[src/rtl/alu_multicycle.sv]
// Execution-stage ALU with start/done handshake: single-cycle logic/arith ops,
// iterative shift-add MULTU and restoring DIVU writing HI/LO.
module alu_multicycle #(
  parameter int DATA_WIDTH = 32
) (
  input  logic                  clk,
  input  logic                  reset,
  input  logic                  start_i,
  input  logic [3:0]            alu_operation_i,
  input  logic [DATA_WIDTH-1:0] a_i,
  input  logic [DATA_WIDTH-1:0] b_i,
  output logic                  busy_o,
  output logic                  done_o,
  output logic [DATA_WIDTH-1:0] result_o,
  output logic                  zero_o,
  output logic [DATA_WIDTH-1:0] hi_o,
  output logic [DATA_WIDTH-1:0] lo_o,
  output logic                  div_by_zero_o
);

  localparam int CNT_W = $clog2(DATA_WIDTH + 1);

  localparam logic [3:0] OP_AND   = 4'b0000;
  localparam logic [3:0] OP_OR    = 4'b0001;
  localparam logic [3:0] OP_ADD   = 4'b0011;
  localparam logic [3:0] OP_SUB   = 4'b0100;
  localparam logic [3:0] OP_SLT   = 4'b0101;
  localparam logic [3:0] OP_MULTU = 4'b1010;
  localparam logic [3:0] OP_DIVU  = 4'b1011;

  localparam logic [1:0] ST_IDLE = 2'd0;
  localparam logic [1:0] ST_EXEC = 2'd1;
  localparam logic [1:0] ST_DONE = 2'd2;

  logic [1:0]            state_q;
  logic [3:0]            op_q;
  logic [DATA_WIDTH-1:0] a_q;
  logic [DATA_WIDTH-1:0] b_q;
  logic [DATA_WIDTH-1:0] work_hi_q;  // MULTU partial-product high half / DIVU remainder
  logic [DATA_WIDTH-1:0] work_lo_q;  // MULTU multiplier shifter / DIVU quotient shifter
  logic [CNT_W-1:0]      count_q;

  logic [DATA_WIDTH:0]   mul_sum;
  logic [DATA_WIDTH-1:0] mul_hi_next;
  logic [DATA_WIDTH-1:0] mul_lo_next;
  logic [DATA_WIDTH:0]   div_shift;
  logic [DATA_WIDTH:0]   div_diff;
  logic                  div_ge;
  logic [DATA_WIDTH-1:0] div_hi_next;
  logic [DATA_WIDTH-1:0] div_lo_next;
  logic [DATA_WIDTH-1:0] simple_result;

  // NOTE: every always_comb output gets a value on every path (defaults first),
  // otherwise synthesis infers a latch to hold the old value.
  always_comb begin
    mul_sum     = {1'b0, work_hi_q} + (work_lo_q[0] ? {1'b0, a_q} : '0);
    mul_hi_next = mul_sum[DATA_WIDTH:1];
    mul_lo_next = {mul_sum[0], work_lo_q[DATA_WIDTH-1:1]};

    // Remainder stays below b, so bit DATA_WIDTH of the difference is the borrow.
    div_shift   = {work_hi_q, work_lo_q[DATA_WIDTH-1]};
    div_diff    = div_shift - {1'b0, b_q};
    div_ge      = ~div_diff[DATA_WIDTH];
    div_hi_next = div_ge ? div_diff[DATA_WIDTH-1:0] : div_shift[DATA_WIDTH-1:0];
    div_lo_next = {work_lo_q[DATA_WIDTH-2:0], div_ge};

    simple_result = '0;
    case (op_q)
      OP_AND: simple_result = a_q & b_q;
      OP_OR:  simple_result = a_q | b_q;
      OP_ADD: simple_result = a_q + b_q;
      OP_SUB: simple_result = a_q - b_q;
      OP_SLT: simple_result = {{(DATA_WIDTH-1){1'b0}}, ($signed(a_q) < $signed(b_q))};
      default: simple_result = '0;
    endcase
  end

  // NOTE: sequential state uses non-blocking assignments so every register
  // samples pre-edge values regardless of statement order.
  always_ff @(posedge clk or negedge reset) begin
    if (!reset) begin
      state_q       <= ST_IDLE;
      op_q          <= '0;
      a_q           <= '0;
      b_q           <= '0;
      work_hi_q     <= '0;
      work_lo_q     <= '0;
      count_q       <= '0;
      result_o      <= '0;
      zero_o        <= 1'b1;
      hi_o          <= '0;
      lo_o          <= '0;
      div_by_zero_o <= 1'b0;
    end else begin
      case (state_q)
        ST_IDLE: begin
          if (start_i) begin
            op_q      <= alu_operation_i;
            a_q       <= a_i;
            b_q       <= b_i;
            work_hi_q <= '0;
            work_lo_q <= (alu_operation_i == OP_DIVU) ? a_i : b_i;
            count_q   <= CNT_W'(DATA_WIDTH);
            state_q   <= ST_EXEC;
          end
        end

        ST_EXEC: begin
          if (op_q == OP_DIVU && b_q == '0) begin
            lo_o          <= '1;
            hi_o          <= a_q;
            result_o      <= '1;
            zero_o        <= 1'b0;
            div_by_zero_o <= 1'b1;
            state_q       <= ST_DONE;
          end else if (op_q == OP_MULTU || op_q == OP_DIVU) begin
            work_hi_q <= (op_q == OP_MULTU) ? mul_hi_next : div_hi_next;
            work_lo_q <= (op_q == OP_MULTU) ? mul_lo_next : div_lo_next;
            count_q   <= count_q - 1'b1;
            if (count_q == CNT_W'(1)) begin
              hi_o          <= (op_q == OP_MULTU) ? mul_hi_next : div_hi_next;
              lo_o          <= (op_q == OP_MULTU) ? mul_lo_next : div_lo_next;
              result_o      <= (op_q == OP_MULTU) ? mul_lo_next : div_lo_next;
              zero_o        <= ((op_q == OP_MULTU) ? mul_lo_next : div_lo_next) == '0;
              div_by_zero_o <= 1'b0;
              state_q       <= ST_DONE;
            end
          end else begin
            result_o      <= simple_result;
            zero_o        <= (simple_result == '0);
            div_by_zero_o <= 1'b0;
            state_q       <= ST_DONE;
          end
        end

        ST_DONE: state_q <= ST_IDLE;

        default: state_q <= ST_IDLE;
      endcase
    end
  end

  assign busy_o = (state_q != ST_IDLE);
  assign done_o = (state_q == ST_DONE);

endmodule
[config.mk]
export PLATFORM = sky130hd
export DESIGN_NAME = alu_multicycle
export DESIGN_NICKNAME = d
export VERILOG_FILES = /design/src/rtl/alu_multicycle.sv
export SDC_FILE = /design/constraint.sdc
export NUM_CORES = 1
export LEC_CHECK = 0
export ABC_AREA = 1
export BUFFER_PORTS_ARGS = -buffer_cell sky130_fd_sc_hd__buf_2
export CELL_PAD_IN_SITES_DETAIL_PLACEMENT = 1
export CELL_PAD_IN_SITES_GLOBAL_PLACEMENT = 2
export CORE_ASPECT_RATIO = 1.5
export CORE_MARGIN = 8
export CORE_UTILIZATION = 36
export DETAILED_ROUTE_END_ITERATION = 7
export GPL_TIMING_DRIVEN = 1
export PLACE_DENSITY_LB_ADDON = 0.1
export SLEW_MARGIN = 10
export SYNTH_ARGS = -nofsm -noshare
export SYNTH_HDL_FRONTEND = slang
export SYNTH_SLANG_ARGS = --single-unit
[constraint.sdc]
create_clock -name clk -period 7.5 [get_ports clk]
set_clock_uncertainty 0.05 [all_clocks]
set_input_delay 1.5 -clock clk [delete_from_list [all_inputs] [get_ports clk]]
set_output_delay 1.5 -clock clk [all_outputs]
set_load 0.1 [all_outputs]
==> results of run 1 <==
## worst max-delay path by stage
stage	startpoint	end	slack [ps]	cells past startpoint
floorplan	state_q[0]$_DFFE_PN0P_	done_o	4310	1
global placement	b_q[1]$_DFFE_PN0P_	count_q[4]$_DFFE_PN0P_	3410	12
detailed placement	b_q[1]$_DFFE_PN0P_	count_q[4]$_DFFE_PN0P_	3330	12
CTS	b_q[1]$_DFFE_PN0P_	count_q[4]$_DFFE_PN0P_	3300	12
global route	b_q[1]$_DFFE_PN0P_	count_q[4]$_DFFE_PN0P_	3190	12
finish	b_q[1]$_DFFE_PN0P_	count_q[4]$_DFFE_PN0P_	3300	12
## area by class of cell
cell class / instances / area, sq um
diodes: 1 / 2.50
clock inverters: 16 / 233
well taps: 784 / 981
flip-flops and latches: 238 / 5960
inverters: 534 / 2000
fillers: 8050 / 35600
multi-input cells: 2561 / 13100
clock buffers: 32 / 724
repair buffers: 198 / 1100
## registers in the layout, indices dropped and copies added, names as in the netlist
name,cells
work_hi_q,32
result_o,32
b_q,32
div_by_zero_o,1
op_q,4
zero_o,1
state_q,2
work_lo_q,32
lo_o,32
a_q,32
hi_o,32
count_q,6
## tightest hold or removal path, cell delays in order (launching register included)
cell	delay (ps)
dfrtp_1	340
nand2_1	50
nand2_1	50
## synthesized netlist by cell type (34+ instances only)
| master | instances |
|---|---|
| a21oi_1 | 204 |
| nand2_1 | 1071 |
| nor3_1 | 40 |
| o21ai_0 | 259 |
| buf_2 | 45 |
| nand4_1 | 38 |
| nor2_1 | 290 |
| clkbuf_1 | 56 |
| o22ai_1 | 42 |
| dfrtp_1 | 237 |
| o221ai_1 | 34 |
| ha_1 | 165 |
| inv_1 | 522 |
| nand3_1 | 193 |
## cell families after synthesis
kind of cell               share of synthesized area (%)
DFF                                                 27.5
muxes                                             0.0462
adders and majority gates                           9.90
xor gates and xnor gates                            1.21
buffers and inverters                               11.9
AOI/OAI and AO/OA                                   16.9
and+or+nand+nor                                     32.5
## per-stage QoR
step                      hold WS (ps)  setup WS [ps]  util (%)
after CTS                          431           3300      40.4
after global placement             410           3410      38.8
final                              426           3300      40.4
after global routing               451           3190      40.4
after floorplan                    409           4310         -
after detailed placement           413           3330      38.8
## metal layers
layer  wire length [um]  track usage, %
met1              44300            36.6
met2              55800            57.3
met3               4350            2.84
met4               9820            23.5
met5                 23               0
## power by group
part	switching [mW]	total (mW)	internal (mW)
Combinational	6.20	8.22	2.02
Clock	0.628	1.49	0.865
Sequential	0.509	2.18	1.67
Total	7.34	11.9	4.55
==> flow_metrics.env, run 1 <==
export IMPL_hold_viol_final=0
export IMPL_powerDensity_nw_per_um2=492
export IMPL_cts_made_buffers=27
export IMPL_yosys_warnings=0
export IMPL_grt_antenna_before_repair=2
export IMPL_async_flop_share_pct=100
export IMPL_drt_pass1_iterations=7
export IMPL_synth_edf_count=0
export IMPL_synthCells=3457
export IMPL_worstMarginPinSlew_ps=1270
export IMPL_cap_violations=0
export IMPL_rrSetupSlack_ps=3300
export IMPL_dp_cells=4315
export IMPL_drc_errors=0
export IMPL_synth_largest_area_cell="dfrtp_1"
export IMPL_path_cells="inv_1, nand4_1, nor3_1, nand4_1, nor2_1, nor2_1, buf_4, nor2_4, inv_2, nand2_1, o21ai_0, nor3b_1"
export IMPL_synth_ff_type="dfrtp_1"
export IMPL_routabilityCongestion=1.04
export IMPL_cp_num_buf_inv=3
export IMPL_die_area_sq_um=68500
export IMPL_area_growth_pct=11.4
export IMPL_ir_worst_vdd_mv=0.204
export IMPL_synth_seq_cells=238
export IMPL_fin_crit_ps=4200
export IMPL_grt_pass1_wl_mm=167
export IMPL_wire_per_inst_um=26.2
export IMPL_layout_commonest_cell="nand2_1"
export IMPL_r2r_cells=12
export IMPL_syn_area_sq_um=21700
export IMPL_vias=24300
export IMPL_slew_viol_final=0
export IMPL_synth_yosys_seq_area_share_pct=27.5
export IMPL_grt_pass1_vias=25400
export IMPL_rsz0062_at_grt="no"
export IMPL_fin_nets=3800
export IMPL_crit_slowest_cell="nor2_4"
export IMPL_p_total_mw=11.9
export IMPL_start_kind="flop"
export IMPL_antenna_left=0
export IMPL_status="finished clean"
export IMPL_h_tree_depth=1
export IMPL_setup_viol=0
export IMPL_ios=171
export IMPL_finalCritPeriodShare_pct=56.0
export IMPL_min_from="hi_o[1]$_DFFE_PN0P_"
export IMPL_drive_gt1_share_pct=8.05
export IMPL_whs_path_depth=2
export IMPL_cts_tree="built"
export IMPL_synth_area_leaders="dfrtp_1 (27%), nand2_1 (19%), ha_1 (9.5%), inv_1 (9.0%), o21ai_0 (6.0%)"
export IMPL_min_to="hi_o[1]$_DFFE_PN0P_"
export IMPL_setup_tns_ps=0
export IMPL_cts_sinks=238
export IMPL_worstPathArrival_ps=4600
export IMPL_grt_max_degree=141
export IMPL_core_area_sq_um=59700
export IMPL_io_buffer_count=170
export IMPL_hold_path_class="flop to flop"
export IMPL_num_rows=110
export IMPL_initial_core_util_pct=36.3
export IMPL_fmax_ghz=0.238
export IMPL_path_class="flop to flop"
export IMPL_syn_nets=3697
export IMPL_worstReg2RegStart="b_q[1]$_DFFE_PN0P_"
export IMPL_globalRouteOverflowTotal=0
export IMPL_routed_via_density=5.57
export IMPL_finalNonFillerCells=4364
export IMPL_design_area_sq_um=24100
export IMPL_layout_common_cells="nand2_1 (1069), inv_1 (522), nor2_1 (289)"
export IMPL_track_usage_pct=32.6
export IMPL_clkLatencyLatePin_ps=610
export IMPL_cp_max_fo=22
export IMPL_synth_cell_type_count=55
export IMPL_clk_pin_slew_ps=70
export IMPL_critPathMaxStageDelay_ps=610
export IMPL_cts_root_buf="clkbuf_16"
export IMPL_cp_top_family="simple AND/OR/NAND/NOR gates"
export IMPL_synthDominantCellAreaShare_pct=27.4
export IMPL_slew_headroom_pct=14.4
export IMPL_p_leak_nw=12.9
export IMPL_postCtsSetupRepairBufs=0
export IMPL_cts_resized=0
export IMPL_die_h_um=316
export IMPL_r2r_end="count_q[4]$_DFFE_PN0P_"
export IMPL_end_kind="flop"
export IMPL_place_detailed_hpwl_mm=94.1
export IMPL_drtIter0Drc=1905
export IMPL_routed_wl_mm=114
export IMPL_dpl_instance_area_sq_um=23200
export IMPL_die_x_um=216
export IMPL_avgSynthCellArea_sq_um=6.27
export IMPL_clk_path_buf_depth=3
export IMPL_cts_hold_buffers=0
export IMPL_worst_endpoint_required_ps=7900
Note: power is estimated with default switching activity, not from simulation.
==> inputs of run 2 (changes only) <==
Settings changed: CORE_UTILIZATION 36 to 34.
Clock period 7.5 ns to 4.3 ns, I/O delays scaled along.
==> flow_metrics.env, run 2 (same netlist as run 1, synthesis figures left out) <==
export IMPL_status="finished clean"
export IMPL_crit_path_start="b_q[0]$_DFFE_PN0P_"
export IMPL_slew_headroom_pct=17.2
export IMPL_track_usage_pct=31.4
export IMPL_grt_antenna_before_repair=0
export IMPL_drc_errors=0
export IMPL_cts_resized=0
export IMPL_postCtsSetupRepairBufs=0
export IMPL_routed_via_density=5.50
export IMPL_start_kind="flop"
export IMPL_core_area_sq_um=63200
export IMPL_finalNonFillerCells=4427
export IMPL_fin_util_pct=38.8
export IMPL_hold_path_class="input pin to asynchronous set/reset pin"
export IMPL_rsz0062_at_grt="no"
export IMPL_layout_commonest_cell="nand2_1"
export IMPL_clk_pin_slew_ps=70
export IMPL_dp_cells=4374
export IMPL_ios=171
export IMPL_cts_root_buf="clkbuf_16"
export IMPL_die_area_sq_um=72200
export IMPL_worstPathArrival_ps=4370
export IMPL_ir_worst_vdd_mv=0.373
export IMPL_wire_per_inst_um=26.4
export IMPL_end_kind="flop"
export IMPL_slew_viol_final=0
export IMPL_globalRouteOverflowTotal=0
export IMPL_cts_hold_buffers=0
export IMPL_hold_viol_final=0
export IMPL_worst_endpoint_required_ps=4750
export IMPL_crit_slowest_cell="dfrtp_1"
export IMPL_rrSetupSlack_ps=380
export IMPL_cts_made_buffers=28
export IMPL_clkLatencyLatePin_ps=630
export IMPL_fin_nets=3839
export IMPL_grt_max_degree=94
export IMPL_dpl_instance_area_sq_um=23500
export IMPL_layout_common_cells="nand2_1 (1069), inv_1 (522), nor2_1 (288)"
export IMPL_worstMarginPinSlew_ps=1230
export IMPL_path_class="flop to flop"
export IMPL_fmax_ghz=0.255
export IMPL_p_leak_nw=13.1
export IMPL_initial_core_util_pct=34.3
export IMPL_place_detailed_hpwl_mm=98.2
export IMPL_worstReg2RegStart="b_q[0]$_DFFE_PN0P_"
export IMPL_critPathMaxStageDelay_ps=500
export IMPL_cts_sinks=238
export IMPL_routabilityCongestion=1.01
export IMPL_cp_max_fo=7
export IMPL_fin_crit_ps=3920
export IMPL_num_rows=113
export IMPL_clk_path_buf_depth=3
export IMPL_area_growth_pct=13.2
export IMPL_antenna_left=0
export IMPL_p_total_mw=21.0
export IMPL_io_buffer_count=170
export IMPL_crit_path_frequent_cell="nand2_1"
export IMPL_die_x_um=222
export IMPL_cap_violations=0
export IMPL_vias=24400
export IMPL_h_tree_depth=1
export IMPL_drtIter0Drc=1671
export IMPL_setup_tns_ps=0
export IMPL_die_h_um=325
export IMPL_setup_viol=0
export IMPL_crit_path_end="result_o[16]$_DFFE_PN0P_"
export IMPL_path_cells="ha_1, inv_1, fa_1, inv_1, nand3_1, nand2_1, nand3_1, nand2_1, nand2_1, nand2_1, nand2_1, nand3_1, nand2_1, nor2_1, o21ai_0, o21ai_0, nand2_1"
export IMPL_finalCritPeriodShare_pct=91.1
export IMPL_powerDensity_nw_per_um2=855
export IMPL_grt_pass1_vias=25700
export IMPL_grt_pass1_wl_mm=171
export IMPL_drive_gt1_share_pct=9.14
export IMPL_routed_wl_mm=117
export IMPL_r2r_cells=17
export IMPL_cts_tree="built"
export IMPL_design_area_sq_um=24500
export IMPL_r2r_end="result_o[16]$_DFFE_PN0P_"
export IMPL_drt_pass1_iterations=5
run 2: area by class of cell:
type | count | area [sq um]
Timing Repair Buffer | 236 | 1380
Inverter | 534 | 2000
Sequential cell | 238 | 5960
Tap cell | 805 | 1010
Multi-Input combinational cell | 2561 | 13200
Fill cell | 8342 | 38700
Antenna cell | 1 | 2.50
Clock inverter | 17 | 241
Clock buffer | 35 | 777
run 2: metrics by stage:
step | setup slack (ps) | hold slack, ps
detailed placement | 467 | 413
global placement | 420 | 409
finish | 383 | 169
floorplan | 1540 | 409
global route | 190 | 219
CTS | 442 | 193
run 2: critical path, delay by kind of cell, from the launching register on:
family,cells,cell delay (ps)
AOI/OAI and AO/OA,2,450
adders and majority gates,2,870
buffers and inverters,2,320
DFF,1,500
and+or+nand+nor,11,1580
run 2: layer usage:
metal	GRT usage, %	vias up	wire (um)
li1	-	11400	-
met1	36.8	12100	47200
met2	56.3	688	58400
met3	2.59	191	4240
met4	16.7	0	7130
met5	0	-	0
run 2: worst min path at each step:
stage	start	to	slack, ps	cells past startpoint
floorplan	work_lo_q[12]$_DFFE_PN0P_	work_lo_q[12]$_DFFE_PN0P_	410	2
CTS	reset	work_hi_q[3]$_DFFE_PN0P_	190	1
detailed placement	hi_o[15]$_DFFE_PN0P_	hi_o[15]$_DFFE_PN0P_	410	2
global placement	hi_o[26]$_DFFE_PN0P_	hi_o[26]$_DFFE_PN0P_	410	2
global route	reset	count_q[0]$_DFFE_PN0P_	220	1
finish	reset	count_q[0]$_DFFE_PN0P_	170	1
run 2: power by group:
part           internal [mW]  switching [mW]
Sequential              2.91           0.717
Clock                   1.55            1.13
Combinational           3.67            11.0
Total                   8.13            12.8
